===== src/rtl/sm83_pkg.sv =====
// sm83_pkg: shared SM83 bus-cycle state encoding and high-page constant.
package sm83_pkg;
   typedef enum logic [2:0] {IDLE, T1, T2, T3, T4} bus_state_t;
   localparam logic [7:0] HI_PAGE = 8'hFF;
endpackage


===== src/rtl/sm83_bus_ctl.sv =====
// sm83_bus_ctl: four-phase SM83 bus cycle sequencer with wait states and internal high-page decode.
module sm83_bus_ctl
   import sm83_pkg::*;
#(
   parameter int ADR_WIDTH  = 16,
   parameter int DATA_WIDTH = 8
) (
   input  logic                  clk,
   input  logic                  reset,
   input  logic [ADR_WIDTH-1:0]  adr,
   input  logic                  req,
   input  logic                  we,
   input  logic [DATA_WIDTH-1:0] wdata,
   output logic [DATA_WIDTH-1:0] rdata,
   output logic                  done,
   output logic                  busy,
   output logic [ADR_WIDTH-1:0]  ext_adr,
   input  logic [DATA_WIDTH-1:0] ext_din,
   output logic [DATA_WIDTH-1:0] ext_dout,
   output logic                  ext_doe,
   output logic                  ext_rd,
   output logic                  ext_wr,
   input  logic                  ext_wait,
   input  logic [DATA_WIDTH-1:0] int_din,
   output logic                  hi_area
);
   bus_state_t            r_state;
   logic [ADR_WIDTH-1:0]  r_adr;
   logic                  r_we;
   logic [DATA_WIDTH-1:0] r_wdata;
   logic [DATA_WIDTH-1:0] r_rdata;
   bus_state_t            w_next;
   logic                  w_busy;
   logic                  w_hi;
   logic                  w_ext;
   logic                  w_start;
   logic                  w_stall;
   assign w_busy  = r_state != IDLE;
   assign w_hi    = w_busy && (r_adr[ADR_WIDTH-1 -: 8] == HI_PAGE);
   assign w_ext   = w_busy && !w_hi;
   assign w_start = req && (r_state == IDLE || r_state == T4);
   assign w_stall = ext_wait && !w_hi;
   always_comb begin
      w_next = w_start ? T1 :
               r_state == T1 ? T2 :
               r_state == T2 ? T3 :
               r_state == T3 ? (w_stall ? T3 : T4) : IDLE;
   end
   // State and holding registers move on the falling edge, in step with the upstream address latch.
   always_ff @(negedge clk) begin
      if (reset) begin
         r_state <= IDLE;
         r_adr   <= '0;
         r_we    <= 1'b0;
         r_wdata <= '0;
         r_rdata <= '0;
      end else begin
         r_state <= w_next;
         if (w_start) begin
            r_adr   <= adr;
            r_we    <= we;
            r_wdata <= wdata;
         end
         if (r_state == T3 && !w_stall && !r_we)
            r_rdata <= w_hi ? int_din : ext_din;
      end
   end
   assign busy     = w_busy;
   assign hi_area  = w_hi;
   assign done     = r_state == T4;
   assign ext_adr  = r_adr;
   assign ext_dout = r_wdata;
   assign rdata    = r_rdata;
   assign ext_rd   = w_ext && !r_we && (r_state == T1 || r_state == T2 || r_state == T3);
   assign ext_wr   = w_ext && r_we && (r_state == T2 || r_state == T3);
   assign ext_doe  = w_ext && r_we && (r_state == T2 || r_state == T3 || r_state == T4);
endmodule


===== config.mk =====
export PLATFORM = sky130hd
export DESIGN_NAME = sm83_bus_ctl
export DESIGN_NICKNAME = d
export VERILOG_FILES = /design/src/rtl/sm83_pkg.sv /design/src/rtl/sm83_bus_ctl.sv
export SDC_FILE = /design/constraint.sdc
export NUM_CORES = 1
export LEC_CHECK = 0
export ABC_AREA = 1
export CAP_MARGIN = 20
export CORE_MARGIN = 4
export CORE_UTILIZATION = 35
export CTS_CLUSTER_DIAMETER = 150
export DETAILED_ROUTE_END_ITERATION = 12
export PLACE_DENSITY = 0.75
export SLEW_MARGIN = 5
export SYNTH_ARGS = -nofsm -noshare
export SYNTH_HDL_FRONTEND = slang
export SYNTH_SLANG_ARGS = --single-unit

===== constraint.sdc =====
create_clock -name clk -period 1.1 [get_ports clk]
set_input_delay 0.22 -clock clk [delete_from_list [all_inputs] [get_ports clk]]
set_output_delay 0.22 -clock clk [all_outputs]
set_load 0.005 [all_outputs]

Word-level counts from Yosys, hierarchy flattened
Cells that the tools add are included.
{"block": "op_classes", "addsub": 0, "n_mul": 0, "div_mod_pow": 0, "magnitude_cmp": 0, "n_eq_ne": 5, "shift": 0, "n_mux": 6, "bitwise": 1, "n_reduce_logical": 23}
{"operator": "1-bit logical AND", "n": 11}
{"operator": "8-bit equality test, second input constant", "n": 1}
{"operator": "8-bit 2-to-1 mux", "n": 1}
{"operator": "3-bit by 2-bit equality test with 1-bit output, second input constant", "n": 2}
{"operator": "2-bit 2-to-1 mux", "n": 3}
{"operator": "1-bit logical OR", "n": 5}
{"operator": "5-bit OR reduction", "n": 1}
{"operator": "3-bit by 1-bit equality test with 1-bit output, second input constant", "n": 1}
{"operator": "3-bit equality test, second input constant", "n": 1}
{"operator": "1-bit logical NOT", "n": 3}
{"operator": "3-bit logical NOT", "n": 1}
{"operator": "3-bit 2-to-1 mux", "n": 1}
{"operator": "3-bit nonzero test", "n": 1}
{"operator": "2-bit OR reduction", "n": 1}
{"operator": "1-bit 2-to-1 mux", "n": 1}
{"operator": "1-bit inverter", "n": 1}
{"block": "totals", "ff_bits": 36, "latch_bits": 0, "mem_bits_rw": 0, "rom_bits": 0, "input_bits": 45, "output_inout_bits": 38, "n_memories": 0}

Longest topological paths before layout
Gate-level depths: netlist of run 1.
{"block": "logic_depth", "depth_word": 9, "depth_mapped": 9, "mapped_depth_nobuf": 9}

==> impl_summary.log, run 1 <==
INFO  metric tritoncts.num_buffers = 5
INFO  metric rows = 23
INFO  metric critPathBufInv = 2
INFO  metric first_pass_grt_wire_length = 8.86 mm
INFO  metric postCtsHoldBufs = 0
INFO  metric drv.max_cap_violation_count = 0
INFO  metric most_area_hungry_cell_type_in_the_yosys_netlist = sky130_fd_sc_hd__dfxtp_1
INFO  metric floorplan.die.width = 74.7 um
INFO  metric cp_data_arrival_time = 1.80 ns
INFO  metric clock_tree_from_tritoncts = yes
INFO  metric final_cells = 436
INFO  metric finalWeightedCongestion = 0.800
INFO  metric post-route-cell-area = 0.00332 mm2
INFO  metric clock_tree.root_cell = sky130_fd_sc_hd__clkbuf_8
INFO  metric design.die.area = 0.00558 mm2
INFO  metric path_clk_slew = 0.04 ns
INFO  metric final.setup_skew = 0.0294 ns
INFO  metric detail_route.first_pass.iterations = 4
INFO  metric worst_slack = -0.916 ns
INFO  metric ctsLongestPathBuffers = 2
INFO  metric drt_iter0_markers = 84
INFO  metric ctsHtreeMaxLevel = 2
INFO  metric max_stage_delay = 0.34 ns
INFO  metric slew-limit-headroom = 0.856
INFO  metric num_io_pins = 83
INFO  metric timing.hold.ws = 0.468 ns
INFO  metric rsz0062_at_grt = true
INFO  metric hold_viol_final = 0
INFO  metric post_route_cells_drive_above_1_share = 0.456
INFO  metric numPlacedInstances = 372
INFO  metric clock_sinks = 36
INFO  metric num-nets-final = 430
INFO  metric finalSetupTns = -28.16 ns
INFO  metric postPlaceCellArea = 0.00265 mm2
INFO  metric netlist_instances = 224
INFO  metric critPathLaunchType = register
INFO  metric worst_path_dominant_cell_family = flip-flops
INFO  metric crit_chain = nor2_4 -> buf_6 -> nand2_4 -> nand3_2 -> a21oi_2 -> buf_2
INFO  metric antenna_found_initial = 0
INFO  metric place_hpwl = 3.27 mm
INFO  metric synth_cell_types = 18
INFO  metric core = 0.00414 mm2
INFO  metric outcome = finished with violations
INFO  metric worstPathRequired = 0.88 ns
INFO  metric yosys.area.top_type_share = 0.463
INFO  metric cpMaxStageDelayCell = sky130_fd_sc_hd__dfxtp_2
INFO  metric clk_latency = 0.37 ns
INFO  metric areaGrowthSynthToFinish = 113%
INFO  metric worst_hold_path_type = reg2reg
INFO  metric yosysWarnings = 0
INFO  metric final-setup-viol-count = 74
INFO  metric first_global_vias = 2002
INFO  metric worst_setup_path_end_kind = output pin
INFO  metric ys_top_cells_by_area = sky130_fd_sc_hd__dfxtp_1, sky130_fd_sc_hd__nor2_1, sky130_fd_sc_hd__nand2_1
INFO  metric timing_worst_setup_path_type = reg2out
INFO  metric min_from = ext_dout[6]
INFO  metric num_antenna_cells = 0
INFO  metric power_per_cell_area = 1230 mW/mm2
INFO  metric crit_path_max_fanout = 3
INFO  metric worst_setup_path_startpoint = r_state[0]
INFO  metric die_y = 74.7 um
INFO  metric vdd_drop_max = 1110 uV
INFO  metric syn-mean-instance-area = 6.95 um2
INFO  metric final_antenna_net_count = 0
INFO  metric tightestPinTransition = 0.215 ns
INFO  metric synth.cell_area = 0.00156 mm2
INFO  metric synth.ff_latch_count = 36
INFO  metric r2r_start = r_state[0]
INFO  metric seq_area_frac_synth = 0.463
INFO  metric port_buffers = 82
INFO  metric slew_violations = 0
INFO  metric globalRoute.totalOverflow = 0
INFO  metric totalPowerFinal = 4080 uW
INFO  metric route.detailed.drc = 0
INFO  metric vias_per_cell = 4.53
INFO  metric grt_start_max_net_pins = 13
INFO  metric synth_fp_nets = 269
INFO  metric grt_use_total = 0.210
INFO  metric wl_per_cell = 13.4 um
INFO  metric total_leakage_power = 0.00170 uW
INFO  metric initial_utilization = 0.376
INFO  metric routed_wirelength = 5.85 mm
INFO  metric vias = 1973
INFO  metric failed_checks = setup timing
## area by class of cell
type / instances / area (um2)
clock buffers: 5 / 68.8
clock inverters: 39 / 148
fillers: 273 / 827
inverters: 19 / 81.3
multi-input cells: 161 / 866
flip-flops and latches: 36 / 764
well taps: 50 / 62.6
repair buffers: 126 / 1330
## flip-flops by register name (all words and copies together), names as in the netlist
signal / flops
ext_adr: 16
ext_dout: 8
r_state: 3
r_we: 1
rdata: 8
## through the flow
step | setup slack [ns] | util
global route | -0.986 | 0.800
global placement | -0.892 | 0.638
detailed placement | -0.895 | 0.638
CTS | -0.903 | 0.767
finish | -0.916 | 0.800
floorplan | -0.445 | -
## layer usage
metal,track usage,routed length (um)
met4,0.111,125
met2,0.353,3160
met5,0,0
met3,0.0841,312
met1,0.227,2250
## synth_stat cells, drive strengths merged
cell     n
o21ai   25
inv     20
nor2    71
nand2   54
a21oi    2
dfxtp   36
nor4     2
clkbuf   4
buf      4
nand3    6
## worst register-to-register path: cells and delay by family (launching register included)
family	cells	cell delay, ns
AND/OR/NAND/NOR	7	0.66
buffers and inverters	3	0.36
flip-flops	1	0.34
## what timing repair did
item | CTS | global route
gates cloned | 6 | 0
setup endpoints to repair | 74 | 74
gates resized for setup | 238 | 35
endpoints found under the hold margin | 0 | 0
setup buffers | 11 | 7
pin swaps | 15 | 9
## cells in the final DEF, fill, tap and decap left out
cell type / netlist / layout
sky130_fd_sc_hd__nor2_1: 67 / 57
sky130_fd_sc_hd__inv_1: 17 / 51
sky130_fd_sc_hd__clkdlybuf4s50_1: 0 / 41
sky130_fd_sc_hd__buf_6: 1 / 38
sky130_fd_sc_hd__dfxtp_2: 0 / 35
sky130_fd_sc_hd__nand2_1: 50 / 33
sky130_fd_sc_hd__buf_4: 0 / 22
sky130_fd_sc_hd__nand2_2: 2 / 17
sky130_fd_sc_hd__o21ai_0: 25 / 14
sky130_fd_sc_hd__buf_2: 3 / 13
sky130_fd_sc_hd__o21ai_1: 0 / 10
sky130_fd_sc_hd__nor2_2: 1 / 9
sky130_fd_sc_hd__nor2_4: 3 / 5
sky130_fd_sc_hd__clkbuf_8: 0 / 5
sky130_fd_sc_hd__inv_4: 0 / 4
sky130_fd_sc_hd__bufbuf_16: 0 / 4
sky130_fd_sc_hd__nand2_4: 2 / 3
sky130_fd_sc_hd__nand3_4: 2 / 3
sky130_fd_sc_hd__nand3_2: 0 / 3
sky130_fd_sc_hd__buf_12: 0 / 3
sky130_fd_sc_hd__inv_2: 3 / 2
sky130_fd_sc_hd__nor4_2: 0 / 2
sky130_fd_sc_hd__nand2_8: 0 / 1
sky130_fd_sc_hd__o21ai_2: 0 / 1
sky130_fd_sc_hd__a21oi_2: 0 / 1
sky130_fd_sc_hd__a21oi_1: 2 / 1
sky130_fd_sc_hd__nand3_1: 4 / 1
sky130_fd_sc_hd__clkinvlp_2: 0 / 1
sky130_fd_sc_hd__buf_16: 0 / 1
sky130_fd_sc_hd__dlygate4sd2_1: 0 / 1
sky130_fd_sc_hd__clkdlybuf4s15_2: 0 / 1
sky130_fd_sc_hd__clkbuf_2: 0 / 1
sky130_fd_sc_hd__buf_8: 0 / 1
sky130_fd_sc_hd__dfxtp_1: 36 / 1
## final timing paths
check,endpoint,slack [ns],cells after the start
worst max register to register,rdata[2],-0.39,10
worst max-delay path,ext_doe,-0.92,6
worst min register to register,ext_dout[6],0.47,2
worst min-delay path,ext_dout[6],0.47,2
## power breakdown
group	leakage (uW)	total (uW)	switching (uW)	internal, uW
Combinational	0.00115	1110	415	699
Sequential	0.000309	1510	74.7	1440
Clock	0.000238	1460	858	599
## logic make-up (layout without fill, tap and decap cells)
kind of cell / count (synthesis) / count (layout) / share of synthesized area
buffers and inverters: 28 / 189 / 0.0771
and+or+nand+nor: 133 / 134 / 0.373
AOI/OAI and AO/OA: 27 / 27 / 0.0867
DFF: 36 / 36 / 0.463
No activity file was read; power rests on OpenSTA's default activity.
==> inputs of run 2 (changes only) <==
ABC_AREA = not set   (was 1)
CORE_MARGIN = not set   (was 4)
CORE_UTILIZATION = 33   (was 35)
PLACE_DENSITY = 0.73   (was 0.75)
SLEW_MARGIN = not set   (was 5)
==> run 2 against run 1 <==
The flow still finishes with violations (setup timing). Global-route usage up 3.8 points. Cell count fell by 11%. First-iteration DRC count grew 13%. Die area down 18%. Sequential share of layout area fell by 0.81 points. Critical path depth down 2. Clock skew decreased by 0.0066 ns.
==> impl_summary.log, run 2 <==
INFO  metric r2r_start = ext_adr[9]
INFO  metric yosysWarnings = 0 (unchanged)
INFO  metric post_route_cells_drive_above_1_share = 0.625 (+0.169)
INFO  metric mostFrequentLayoutCells = sky130_fd_sc_hd__clkdlybuf4s50_1, sky130_fd_sc_hd__inv_1, sky130_fd_sc_hd__buf_6, sky130_fd_sc_hd__dfxtp_2, sky130_fd_sc_hd__a21oi_2
INFO  metric cpMaxStageDelayCell = sky130_fd_sc_hd__dfxtp_2
INFO  metric most_area_hungry_cell_type_in_the_yosys_netlist = sky130_fd_sc_hd__dfxtp_1
INFO  metric ctsLongestPathBuffers = 2 (unchanged)
INFO  metric detailedPlace.worstSlack = -1.02 ns (-0.127 ns)
INFO  metric min_from = ext_adr[3]
INFO  metric rsz0062_at_grt = true
INFO  metric clock_sinks = 36 (unchanged)
INFO  metric power_per_cell_area = 1210 mW/mm2 (-1.5%)
INFO  metric rows = 23 (unchanged)
INFO  metric grt_start_max_net_pins = 15 (+2)
INFO  metric grt_use_total = 0.248 (+0.0379)
INFO  metric detail_route.first_pass.iterations = 4 (unchanged)
INFO  metric port_buffers = 82 (unchanged)
INFO  metric power_frac_seq = 0.356 (-0.015)
INFO  metric hold-path-cell-count = 2 (unchanged)
INFO  metric synth.ff_latch_count = 36 (unchanged)
INFO  metric vias = 1952 (-1.1%)
INFO  metric synth_enable_flop_cells = 0 (unchanged)
INFO  metric worst_path_dominant_cell_family = simple AND/OR/NAND/NOR gates
INFO  metric num-nets-final = 383 (-11%)
INFO  metric worstPathRequired = 0.88 ns (about the same)
INFO  metric netSwitchingFraction = 0.344 (+0.0140)
INFO  metric ctsHtreeMaxLevel = 2 (unchanged)
INFO  metric clock_tree.root_cell = sky130_fd_sc_hd__clkbuf_8
INFO  metric netlist_instances = 172 (-23%)
INFO  metric vias_per_cell = 5.02 (+11%)
INFO  metric num_io_pins = 83 (unchanged)
INFO  metric reg2regPathDepth = 6 (-4)
INFO  metric tritoncts.num_buffers = 5 (unchanged)
INFO  metric drv.max_cap_violation_count = 0 (unchanged)
INFO  metric r2r_setup_slack = -0.60 ns (-0.21 ns)
INFO  metric final.setup_skew = 0.0229 ns (-0.00655 ns)
INFO  metric crit_chain = nand4_1 -> buf_4 -> nor3b_4 -> buf_2
INFO  metric timing_worst_setup_path_type = reg2out
INFO  metric final_antenna_net_count = 0 (unchanged)
INFO  metric die_y = 67.7 um (-9.4%)
INFO  metric synth_top_cells_by_count = sky130_fd_sc_hd__nand2_1, sky130_fd_sc_hd__dfxtp_1, sky130_fd_sc_hd__a21oi_1, sky130_fd_sc_hd__a211oi_1, sky130_fd_sc_hd__mux2i_1
INFO  metric worst_slack = -1.14 ns (-0.219 ns)
INFO  metric seq_area_frac_synth = 0.507 (+0.0439)
INFO  metric antenna_found_initial = 0 (unchanged)
INFO  metric yosys.cell_count.top_type = sky130_fd_sc_hd__nand2_1
INFO  metric critPathBufInv = 2 (unchanged)
INFO  metric ys_dominant_reg_cell = sky130_fd_sc_hd__dfxtp_1
INFO  metric tightestPinTransition = 0.255 ns (+0.0397 ns)
INFO  metric route.detailed.drc = 0 (unchanged)
INFO  metric worstHoldEndpoint = ext_adr[3]
INFO  metric design.die.area = 0.00458 mm2 (-18%)
INFO  metric max_stage_delay = 0.33 ns (about the same)
INFO  metric clock_tree_from_tritoncts = yes
INFO  metric globalRoute.totalOverflow = 0 (unchanged)
INFO  metric comb_power_share = 0.300 (+0.027)
INFO  metric syn-mean-instance-area = 8.27 um2 (+19%)
INFO  metric yosys.area.top_type_share = 0.507 (+0.0439)
INFO  metric numPlacedInstances = 322 (-13%)
INFO  metric synth.cell_area = 0.00142 mm2 (-8.7%)
INFO  metric num_antenna_cells = 0 (unchanged)
INFO  metric hold_viol_final = 0 (unchanged)
INFO  metric totalPowerFinal = 4170 uW (+2.0%)
INFO  metric routed_wirelength = 6.36 mm (+8.6%)
INFO  metric finalSetupTns = -33.37 ns (-5.21 ns)
INFO  metric core = 0.00406 mm2 (-2.1%)
INFO  metric crit_path_max_fanout = 4 (+1)
INFO  metric first_global_vias = 1870 (-6.6%)
INFO  metric path_clk_slew = 0.04 ns (about the same)
INFO  metric worst_hold_path_type = reg2reg
INFO  metric largest_reg_flops = 16 (unchanged)
INFO  metric initial_utilization = 0.351 (-0.0253)
INFO  metric power.clock.fraction = 0.344 (-0.013)
INFO  metric vdd_drop_max = 1120 uV (+0.33%)
INFO  metric synth_cell_types = 23 (+5)
INFO  metric areaGrowthSynthToFinish = 142%
INFO  metric drt_iter0_markers = 95 (+13%)
INFO  metric synth-async-reset-ratio = 0 (unchanged)
INFO  metric ys_top_cells_by_area = sky130_fd_sc_hd__dfxtp_1, sky130_fd_sc_hd__nand2_1, sky130_fd_sc_hd__a21oi_1
INFO  metric fill_cells = 232 (-15%)
INFO  metric floorplan.die.width = 67.7 um (-9.4%)
INFO  metric rr_endpoint = rdata[3]
INFO  metric outcome = finished with violations
INFO  metric wl_per_cell = 16.3 um (+22%)
INFO  metric p_int = 2730 uW (-0.11%)
INFO  metric finalWeightedCongestion = 0.799 (-0.11%)
INFO  metric switching_power = 1430 uW (+6.4%)
INFO  metric total_leakage_power = 0.00162 uW (-4.8%)
INFO  metric final-setup-viol-count = 74 (unchanged)
INFO  metric failed_checks = setup timing
INFO  metric first_pass_grt_wire_length = 8.31 mm (-6.2%)
INFO  metric slew_violations = 0 (unchanged)
INFO  metric mostFrequentLayoutCell = sky130_fd_sc_hd__clkdlybuf4s50_1
INFO  metric place_hpwl = 3.07 mm (-6.2%)
INFO  metric cp_data_arrival_time = 2.02 ns (+0.22 ns)
INFO  metric slew-limit-headroom = 0.828 (-0.0277)
INFO  metric synth_fp_nets = 217 (-19%)
INFO  metric timing.hold.ws = 0.452 ns (-0.0157 ns)
INFO  metric critPathLaunchType = register
INFO  metric worst_setup_path_end_kind = output pin
INFO  metric clk_latency = 0.36 ns (about the same)
INFO  metric final_cells = 389 (-11%)
==> run 2: changes by cell type after synthesis, sizes merged, moves of 6 or more <==
cell,before,now
nand3,6,0
a211oi,0,8
inv,20,3
mux2i,0,8
a21oi,2,35
o21ai,25,2
nor2,71,3
==> run 2: area by class of cell <==
cell class	count	area (um2)	area share
flip-flops and latches	36	764	0.222
well taps	50	62.6	0.0182
repair buffers	136	1350	0.392
clock buffers	5	68.8	0.0200
clock inverters	39	148	0.0430
inverters	2	7.51	0.00218
multi-input cells	121	1040	0.302
==> run 2: tightest hold or removal path, stage by stage (launching register included) <==
cell and delay (ns):
sky130_fd_sc_hd__dfxtp_2 0.30, sky130_fd_sc_hd__nand2_1 0.06, sky130_fd_sc_hd__a21oi_2 0.05
==> run 2: cell families (layout without fill, tap and decap cells) <==
| group | after synthesis | in the layout | synth area share |
|---|---|---|---|
| AND/OR/NAND/NOR | 66 | 66 | 0.206 |
| AO/OA/AOI/OAI | 47 | 47 | 0.182 |
| flip-flops | 36 | 36 | 0.507 |
| buffers and inverters | 15 | 182 | 0.0492 |
| multiplexers | 8 | 8 | 0.0563 |
==> run 2: what timing repair did <==
item	in CTS	in global routing
hold buffers	0	0
endpoints found under the setup margin	74	74
pin swaps	13	41
cloned	5	1
resized for setup	238	87
buffers inserted	15	11
==> run 2: worst max path at each step <==
stage               cells after the start         from  endpoint
floorplan                               3   r_state[2]   hi_area
global placement                        3  ext_adr[15]   hi_area
detailed placement                      3  ext_adr[15]   hi_area
CTS                                     4   ext_adr[8]   hi_area
global route                            4  ext_adr[10]   hi_area
finish                                  4   ext_adr[9]   hi_area
==> run 2: through the flow <==
stage                     utilization  area, um2
after floorplan                     -       1590
after global placement          0.640       2590
after detailed placement        0.640       2590
after CTS                       0.761       3090
after global routing            0.847       3440
final                           0.847       3440
==> run 2: routing by layer <==
metal / routed length (um) / track usage
met3: 333 / 0.0929
met1: 2450 / 0.260
met2: 3490 / 0.439
met5: 0 / 0
met4: 82 / 0.104
==> run 2: power groups by stage <==
stage / registers [uW] / logic, uW / clock network (uW)
6_report: 1480 / 1250 / 1430
5_1_grt: 1490 / 1320 / 1630
4_1_cts: 1470 / 1030 / 1420
3_5_place_dp: 1460 / 827 / 205
3_3_place_gp: 1460 / 824 / 205
2_1_floorplan: 1480 / 315 / 205
==> inputs of run 3 (changes only) <==
ABC_AREA = 1   (was not set)
CORE_UTILIZATION = 35   (was 33)
PLACE_DENSITY = 0.75   (was 0.73)
==> run 3 against run 2 <==
Clock power up 17%. Register-to-register slack hardly changed. Largest power group is now clock. The run still ends with setup timing left. Clock skew is 0.0094 ns higher.
==> impl_summary.log, run 3 (synthesized netlist as in run 1, its figures left out) <==
INFO  metric worst_setup_path_end_kind = output pin
INFO  metric tritoncts.num_buffers = 5 (unchanged)
INFO  metric num_io_pins = 83 (unchanged)
INFO  metric cp_data_arrival_time = 1.86 ns (-0.16 ns)
INFO  metric finalSetupTns = -33.43 ns (-0.0686 ns)
INFO  metric design.die.area = 0.00472 mm2 (+3.2%)
INFO  metric regArea = 764 um2 (unchanged)
INFO  metric largest_reg_flops = 16 (unchanged)
INFO  metric rows = 23 (unchanged)
INFO  metric final.setup_skew = 0.0323 ns (+0.00940 ns)
INFO  metric num_antenna_cells = 0 (unchanged)
INFO  metric grt_use_total = 0.232 (-0.0163)
INFO  metric mostFrequentLayoutCells = sky130_fd_sc_hd__nor2_1, sky130_fd_sc_hd__inv_1, sky130_fd_sc_hd__buf_6, sky130_fd_sc_hd__clkdlybuf4s50_1, sky130_fd_sc_hd__nand2_1
INFO  metric total_leakage_power = 0.00168 uW (+3.9%)
INFO  metric tightestPinTransition = 0.297 ns (+0.0421 ns)
INFO  metric post_route_cells_drive_above_1_share = 0.482 (-0.143)
INFO  metric finalWeightedCongestion = 0.746 (-6.6%)
INFO  metric ctsHtreeMaxLevel = 2 (unchanged)
INFO  metric final-setup-viol-count = 74 (unchanged)
INFO  metric rsz0062_at_grt = true
INFO  metric outcome = finished with violations
INFO  metric vdd_drop_max = 916 uV (-18%)
INFO  metric final_cells = 438 (+13%)
INFO  metric critPathLaunchType = register
INFO  metric areaGrowthSynthToFinish = 114%
INFO  metric clock_tree_from_tritoncts = yes
INFO  metric worst_hold_path_type = reg2reg
INFO  metric num-nets-final = 433 (+13%)
INFO  metric worst_slack = -0.981 ns (+0.155 ns)
INFO  metric clock_tree.root_cell = sky130_fd_sc_hd__clkbuf_8
INFO  metric ctsLongestPathBuffers = 2 (unchanged)
INFO  metric wl_per_cell = 13.8 um (-16%)
INFO  metric path_clk_slew = 0.05 ns (about the same)
INFO  metric failed_checks = setup timing
INFO  metric timing_worst_setup_path_type = reg2out
INFO  metric hold_viol_final = 0 (unchanged)
INFO  metric numPlacedInstances = 372 (+16%)
INFO  metric drv.max_cap_violation_count = 0 (unchanged)
INFO  metric first_global_vias = 1893 (+1.2%)
INFO  metric initial_utilization = 0.376 (+0.0253)
INFO  metric first_pass_grt_wire_length = 8.02 mm (-3.4%)
INFO  metric detail_route.first_pass.iterations = 4 (unchanged)
INFO  metric drt_iter0_markers = 98 (+3.2%)
INFO  metric port_buffers = 82 (unchanged)
INFO  metric worstPathRequired = 0.88 ns (about the same)
INFO  metric antenna_found_initial = 0 (unchanged)
INFO  metric route.detailed.drc = 0 (unchanged)
INFO  metric floorplan.die.width = 68.7 um (+1.6%)
INFO  metric vias = 2080 (+6.6%)
INFO  metric final_antenna_net_count = 0 (unchanged)
INFO  metric clock_sinks = 36 (unchanged)
INFO  metric vias_per_cell = 4.75 (-5.4%)
INFO  metric die_y = 68.7 um (+1.6%)
INFO  metric grt_start_max_net_pins = 11 (-4)
INFO  metric power_per_cell_area = 1290 mW/mm2 (+6.6%)
INFO  metric r2r_setup_slack = -0.61 ns (about the same)
INFO  metric clk_latency = 0.37 ns (about the same)
INFO  metric routed_wirelength = 6.04 mm (-4.9%)
INFO  metric mostFrequentLayoutCell = sky130_fd_sc_hd__nor2_1
INFO  metric globalRoute.totalOverflow = 0 (unchanged)
INFO  metric multiInputGateArea = 906 um2 (-13%)
INFO  metric slew_violations = 0 (unchanged)
INFO  metric crit_path_max_fanout = 4 (unchanged)
INFO  metric slew-limit-headroom = 0.802 (-0.0267)
INFO  metric fill_cells = 247 (+6.5%)
INFO  metric core = 0.00414 mm2 (+2.1%)
INFO  metric timing.hold.ws = 0.454 ns (+0.00229 ns)
INFO  metric place_hpwl = 3.06 mm (-0.21%)
-- run 3: through the flow --
stage	worst slack (ns)	total power (uW)	area [um2]	util
6_report	-0.981	4310	3340	0.806
5_1_grt	-1.02	4600	3340	0.806
4_1_cts	-0.935	4170	3170	0.766
3_5_place_dp	-0.930	2520	2650	0.638
3_3_place_gp	-0.888	2510	2650	0.638
2_1_floorplan	-0.445	2000	1610	-
-- run 3: worst paths after layout --
path / cells after the start / start / end
setup reg to reg: 12 / ext_adr[13] / rdata[2]
hold / removal: 2 / ext_dout[1] / ext_dout[1]
hold reg to reg: 2 / ext_dout[1] / ext_dout[1]
setup / recovery: 6 / r_state[1] / hi_area
-- run 3: final cells by class --
class                           instances  area share
Inverter                               19      0.0236
Timing Repair Buffer                  129       0.386
Tap cell                               50      0.0187
Multi-Input combinational cell        161       0.271
Clock inverter                         38      0.0506
Clock buffer                            5      0.0206
Sequential cell                        36       0.229
-- run 3: what timing repair did --
action,4_1_cts,5_1_grt
pin swaps,13,14
hold buffers,0,0
setup buffers,15,11
setup endpoints to repair,74,74
gates resized for setup,242,48
gates cloned,5,0
-- run 3: power breakdown --
part	internal (uW)	switching, uW
clock	829	850
combinational	666	453
sequential	1440	76.5
total	2930	1380
-- run 3: layer usage --
metal	GRT usage	vias up	wire, um
met5	0	-	0
met1	0.231	955	2220
met2	0.403	83	3280
met4	0.125	0	208
met3	0.102	24	332
li1	-	1018	-
-- run 3: critical path, stage by stage (launching register included) --
cell and delay (ns):
sky130_fd_sc_hd__dfxtp_2 0.33, sky130_fd_sc_hd__nor2_4 0.16, sky130_fd_sc_hd__nand2_4 0.07, sky130_fd_sc_hd__buf_6 0.13, sky130_fd_sc_hd__nand3_4 0.09, sky130_fd_sc_hd__inv_4 0.04
sky130_fd_sc_hd__buf_6 0.11
==> edit 1, RTL diff (flow settings as in run 1) <==
Set the parameter `DATA_WIDTH` to 6 (it was 8).
--- a/src/rtl/sm83_bus_ctl.sv
+++ b/src/rtl/sm83_bus_ctl.sv
@@ -4,5 +4,5 @@
 #(
    parameter int ADR_WIDTH  = 16,
-   parameter int DATA_WIDTH = 8
+   parameter int DATA_WIDTH = 6
 ) (
    input  logic                  clk,
Interface: changed (5 resized); port bits go from 83 to 73. No check against the original RTL was run, so the function may have changed too.
==> edit 1 against run 1 <==
The run still ends with setup timing left. Combinational power shrank 16%. Cell area shrank 13%. Area after synthesis shrank 10%. Synthesized cell count shrank 12%. Worst setup slack lost 0.0055 ns. Critical path depth is the same. Routed wire length shrank 18%. Die area shrank 9.0%. Total power shrank 11%. Global-route usage shrank 2.3 points. Sequential cell count shrank 4.
==> edit 1: results (changes against run 1) <==
* Total track usage at 18.7% (was 21.0%)
* CP delay by family, top: simple AND/OR/NAND/NOR gates (was flip-flops)
* Synthesis Warnings at 0 (unchanged)
* Num CTS Buffers at 5 (unchanged)
* Nets@finish at 378 (was 430)
* Clock-pin slew on the worst setup and hold paths at 0.04 ns (about the same)
* Iter 0 DRT Violations at 60 (was 84)
* Post-CTS sizing at 215 (was 238)
* Largest cells by area after synthesis: dfxtp_1 (46%), nor2_1 (16%), nand2_1 (10%) (was dfxtp_1 (46%), nor2_1 (16%), nand2_1 (12%))
* Setup TNS at -22.94 ns (was -28.16 ns)
* M3 GR Usage at 11.9% (was 8.41%)
* EDFF count, synth at 0 (unchanged)
* Met2 Track Usage GR at 32.2% (was 35.3%)
* Seq/Total Area, Yosys at 45.7% (was 46.3%)
* Ys async rst share at 0% (unchanged)
* Run status: finished, violations left (unchanged)
* Reg2Reg Setup Slack at -0.35 ns (was -0.39 ns)
* Final worst setup slack at -0.922 ns (was -0.916 ns)
* WL met1 at 1.77 mm (was 2.25 mm)
* Root Driver: clkbuf_8 (unchanged)
* Violated checks: setup timing (unchanged)
* Placed inst area at 2390 µm² (was 2650 µm²)
* Wire per inst at 12.4 µm (was 13.4 µm)
* Largest net degree at the start of global routing at 22 (was 13)
* Most common library cells after synthesis: nor2_1 (59), nand2_1 (38), dfxtp_1 (32), o21ai_0 (23), inv_1 (17) (was nor2_1 (67), nand2_1 (50), dfxtp_1 (36), o21ai_0 (25), inv_1 (17))
* RD Place Congestion at 0.764 (was 0.800)
* Max FFs per register at 16 (unchanged)
* Initial antenna violation count at 0 (unchanged)
* Setup Skew at 0.0301 ns (was 0.0294 ns)
* Routed wl met2 at 2.44 mm (was 3.16 mm)
* Reg2Reg Capture Point: rdata[5] (was rdata[2])
* Vias/cell at 4.57 (was 4.53)
* Max Fanout on Critical Path at 2 (was 3)
* Vias in the first global route at 1,853 (was 2,002)
* Met3 wire length at 537 µm (was 312 µm)
* Post-CTS setup buffer count at 8 (was 11)
* WHS Endpoint: ext_dout[1] (was ext_dout[6])
* Worst ir drop on vdd at 0.00109 V (was 0.00111 V)
* Antenna diodes at 0 (unchanged)
* Fin Hold WS at 0.464 ns (was 0.468 ns)
* Setup violations, final at 65 (was 74)
* Port bufs at 72 (was 82)
* First-pass GRT wire length at 7.56 mm (was 8.86 mm)
* Ratio of cells with drive above 1 in the final layout at 45.3% (was 45.6%)
* Syn nets at 237 (was 269)
* Reg-to-Reg Start: ext_adr[13] (was r_state[0])
* Compound-Gate Fraction of Synth Area at 8.93% (was 8.67%)
* M1 GR Usage at 16.8% (was 22.7%)
* Detailed placement HPWL at 2.97 mm (was 3.27 mm)
* Leakage at 1.45 nW (was 1.70 nW)
* Worst hold path startpoint: ext_dout[1] (was ext_dout[6])
* Slew headroom at 84.8% (was 85.6%)
* Setup Slack @ Placement at -0.917 ns (was -0.895 ns)
-- edit 1: changes by cell type in the layout (fill, tap and decap cells not counted), moves of 4 or more --
cell,change
buf_6,-5
bufbuf_16,-4
clkdlybuf4s50_1,-8
dfxtp_2,-4
inv_1,-6
nand2_1,-7
nor2_2,-6
o21ai_0,-12
o21ai_1,+5
o21ai_2,+5
-- edit 1: power breakdown --
part | internal [mW] | switching, mW
Combinational | 0.557 | 0.372
Clock | 0.578 | 0.763
Sequential | 1.28 | 0.0709
Total | 2.42 | 1.21
-- edit 1: layout make-up --
type / instances / area, µm²
multi-input cells: 141 / 756
well taps: 48 / 60.1
fillers: 289 / 897
clock inverters: 35 / 133
inverters: 17 / 73.8
repair buffers: 110 / 1100
flip-flops and latches: 32 / 679
clock buffers: 5 / 68.8
-- edit 1: through the flow --
step / power (mW) / std cells
after global placement: 2.28 / 334
final: 3.63 / 388
after CTS: 3.57 / 384
after floorplan: 1.81 / 198
after global routing: 3.92 / 388
after detailed placement: 2.29 / 334
==> edit 2, RTL diff (settings of run 1) <==
Without the edit above. Reset style: asynchronous (`reset`), changed in one clocked block.
--- a/src/rtl/sm83_bus_ctl.sv
+++ b/src/rtl/sm83_bus_ctl.sv
@@ -48,5 +48,5 @@
    end
    // State and holding registers move on the falling edge, in step with the upstream address latch.
-   always_ff @(negedge clk) begin
+   always_ff @(negedge clk or posedge reset) begin
       if (reset) begin
          r_state <= IDLE;
Behaviour: differs if reset is asserted again (counterexample within 4 cycles, from zero or initial values and one cycle with reset high); with reset held inactive, the same outputs for 10 cycles.
==> edit 2 against run 1 <==
Register-to-register slack got worse by 0.18 ns. The flow still finishes with violations (setup timing). First-iteration DRC count grew 73%. Cell area is 2.5% higher. Routed wire length shrank 5.9%. Worst setup slack got worse by 0.13 ns. Sequential cell count unchanged. Area after synthesis is 4.5% higher.
Power is not compared: it rests on default switching activity, and its combinational part moved more than twofold at a synthesized area within 25%.
==> edit 2: results (changes against run 1) <==
* Run status: finished, violations left (unchanged)
* Violated checks: setup timing (unchanged)
* Port bufs at 82 (unchanged)
* Drt pass-1 iters at 4 (unchanged)
* Detailed placement HPWL at 3.30 mm (was 3.27 mm)
* Clk buf depth at 2 (unchanged)
* Largest cells by area after synthesis: dfrtn_1 (55%), mux2_2 (15%), nand2_1 (9.9%) (was dfxtp_1 (46%), nor2_1 (16%), nand2_1 (12%))
* Worst ir drop on vdd at 0.00166 V
* Leakage at 1.73 nW
* Max FFs per register at 16 (unchanged)
* Clock-pin slew on the worst setup and hold paths at 0.05 ns
* First-pass GRT wire length at 8.54 mm (was 8.86 mm)
* Met2 Track Usage GR at 31.0% (was 35.3%)
* Setup Slack @ Placement at -1.09 ns (was -0.895 ns)
* Antenna diodes at 0 (unchanged)
* Setup Skew at 0.00934 ns (was 0.0294 ns)
* Vias/cell at 4.75 (was 4.53)
* M1 GR Usage at 21.7% (was 22.7%)
* Root Driver: clkbuf_8 (unchanged)
* Max Fanout on Critical Path at 3 (unchanged)
* Crit path max-delay cell type: dfrtn_1 (was dfxtp_2)
* Netlist cell types at 20 (was 18)
* Final worst setup slack at -1.05 ns (was -0.916 ns)
* Nets@finish at 350 (was 430)
* Gr busiest metal: met2 (unchanged)
* Worst Hold Class: flop to flop (unchanged)
* Synthesis Warnings at 0 (unchanged)
* RD Place Congestion at 0.831 (was 0.800)
* Wire per inst at 15.4 µm (was 13.4 µm)
* Vias in the first global route at 1,756 (was 2,002)
* Ratio of cells with drive above 1 in the final layout at 57.2% (was 45.6%)
* Seq/Total Area, Yosys at 55.3% (was 46.3%)
* Largest net degree at the start of global routing at 20 (was 13)
* Internal power at 6.15 mW
* Slowest Stage Delay on Critical Path at 0.38 ns (was 0.34 ns)
* Area share of the largest cell type after synthesis at 55.3% (was 46.3%)
* Worst-Skew Late Latency at 0.30 ns (was 0.37 ns)
* M3 GR Usage at 4.85% (was 8.41%)
* Most common library cells after synthesis: nand2_1 (43), dfrtn_1 (36), mux2_2 (21), nand3_1 (11), nand4_1 (8) (was nor2_1 (67), nand2_1 (50), dfxtp_1 (36), o21ai_0 (25), inv_1 (17))
* Initial antenna violation count at 0 (unchanged)
* Ys flop type: dfrtn_1 (was dfxtp_1)
* Ys async rst share at 100% (was 0%)
* Slew headroom at 84.9% (was 85.6%)
* CP delay by family, top: buffers and inverters (was flip-flops)
* Total track usage at 18.3% (was 21.0%)
* Num CTS Buffers at 5 (unchanged)
* Setup violations, final at 74 (unchanged)
* Iter 0 DRT Violations at 145 (was 84)
* H-tree depth at 2 (unchanged)
* Syn nets at 196 (was 269)
[edit 2: cell families (layout without fill, tap and decap cells)]
group / after synthesis / count (layout) / synth area share [%]
flip-flops: 36 / 36 / 55.3
multiplexers: 24 / 24 / 17.3
AO/OA/AOI/OAI: 3 / 4 / 1.61
AND/OR/NAND/NOR: 75 / 75 / 20.8
buffers and inverters: 13 / 167 / 4.92
[edit 2: metal layers]
layer  vias up  part of all wire (%)  routed length, µm
li1        814                     -                  -
met1       819                    40               2200
met2        59                    54               2960
met3         9                   4.7                260
met4         0                   1.7                 93
met5         -                     0                  0
[edit 2: timing repair]
item | CTS | global route
buffers inserted | 24 | 17
pin swaps | 6 | 14
gates resized for setup | 185 | 56
cloned | 2 | 1
endpoints found under the setup margin | 74 | 74
[edit 2: layout make-up]
type                       instances  area, µm²
tap                               52       65.1
clock inverter                     2       35.0
fill                             298       1010
clock buffer                       6       72.6
inverter                           6       26.3
sequential                        36        901
timing repair buffer             153       1430
multi-input combinational        103        872
[edit 2: worst paths after layout]
kind / startpoint / endpoint / slack (ns) / cells after the start
max: r_state[0] / busy / -1.05 / 6
min: rdata[4] / rdata[4] / 0.45 / 2
max reg2reg: r_state[0] / ext_adr[8] / -0.57 / 8
min reg2reg: rdata[4] / rdata[4] / 0.45 / 2
max in group asynchronous: reset / rdata[3] / 0.18 / 3
min in group asynchronous: reset / ext_adr[2] / 0.75 / 3
[edit 2: metrics by stage]
stage               setup TNS (ns)  cells  utilization [%]  area, µm²
floorplan                   -16.46    151                -       1680
global placement            -57.96    312             63.2       2790
detailed placement          -58.94    312             63.2       2790
CTS                         -38.81    342             69.8       3080
global route                -43.02    358             77.0       3400
finish                      -39.18    358             77.0       3400
[edit 2: tightest hold or removal path, stage by stage, from the launching register on]
cell	delay, ns
dfrtn_1	0.42
nand2_2	0.06
nand2_1	0.05
[edit 2: power by group through the flow]
| stage | clock [mW] | combinational, mW | sequential, mW |
|---|---|---|---|
| 5_1_grt | 1.24 | 5.81 | 2.52 |
| 3_5_place_dp | 0 | 3.96 | 2.44 |
| 3_3_place_gp | 0 | 3.91 | 2.38 |
| 4_1_cts | 1.17 | 4.50 | 2.38 |
| 2_1_floorplan | 0 | 1.46 | 2.49 |
| 6_report | 1.15 | 5.41 | 2.43 |
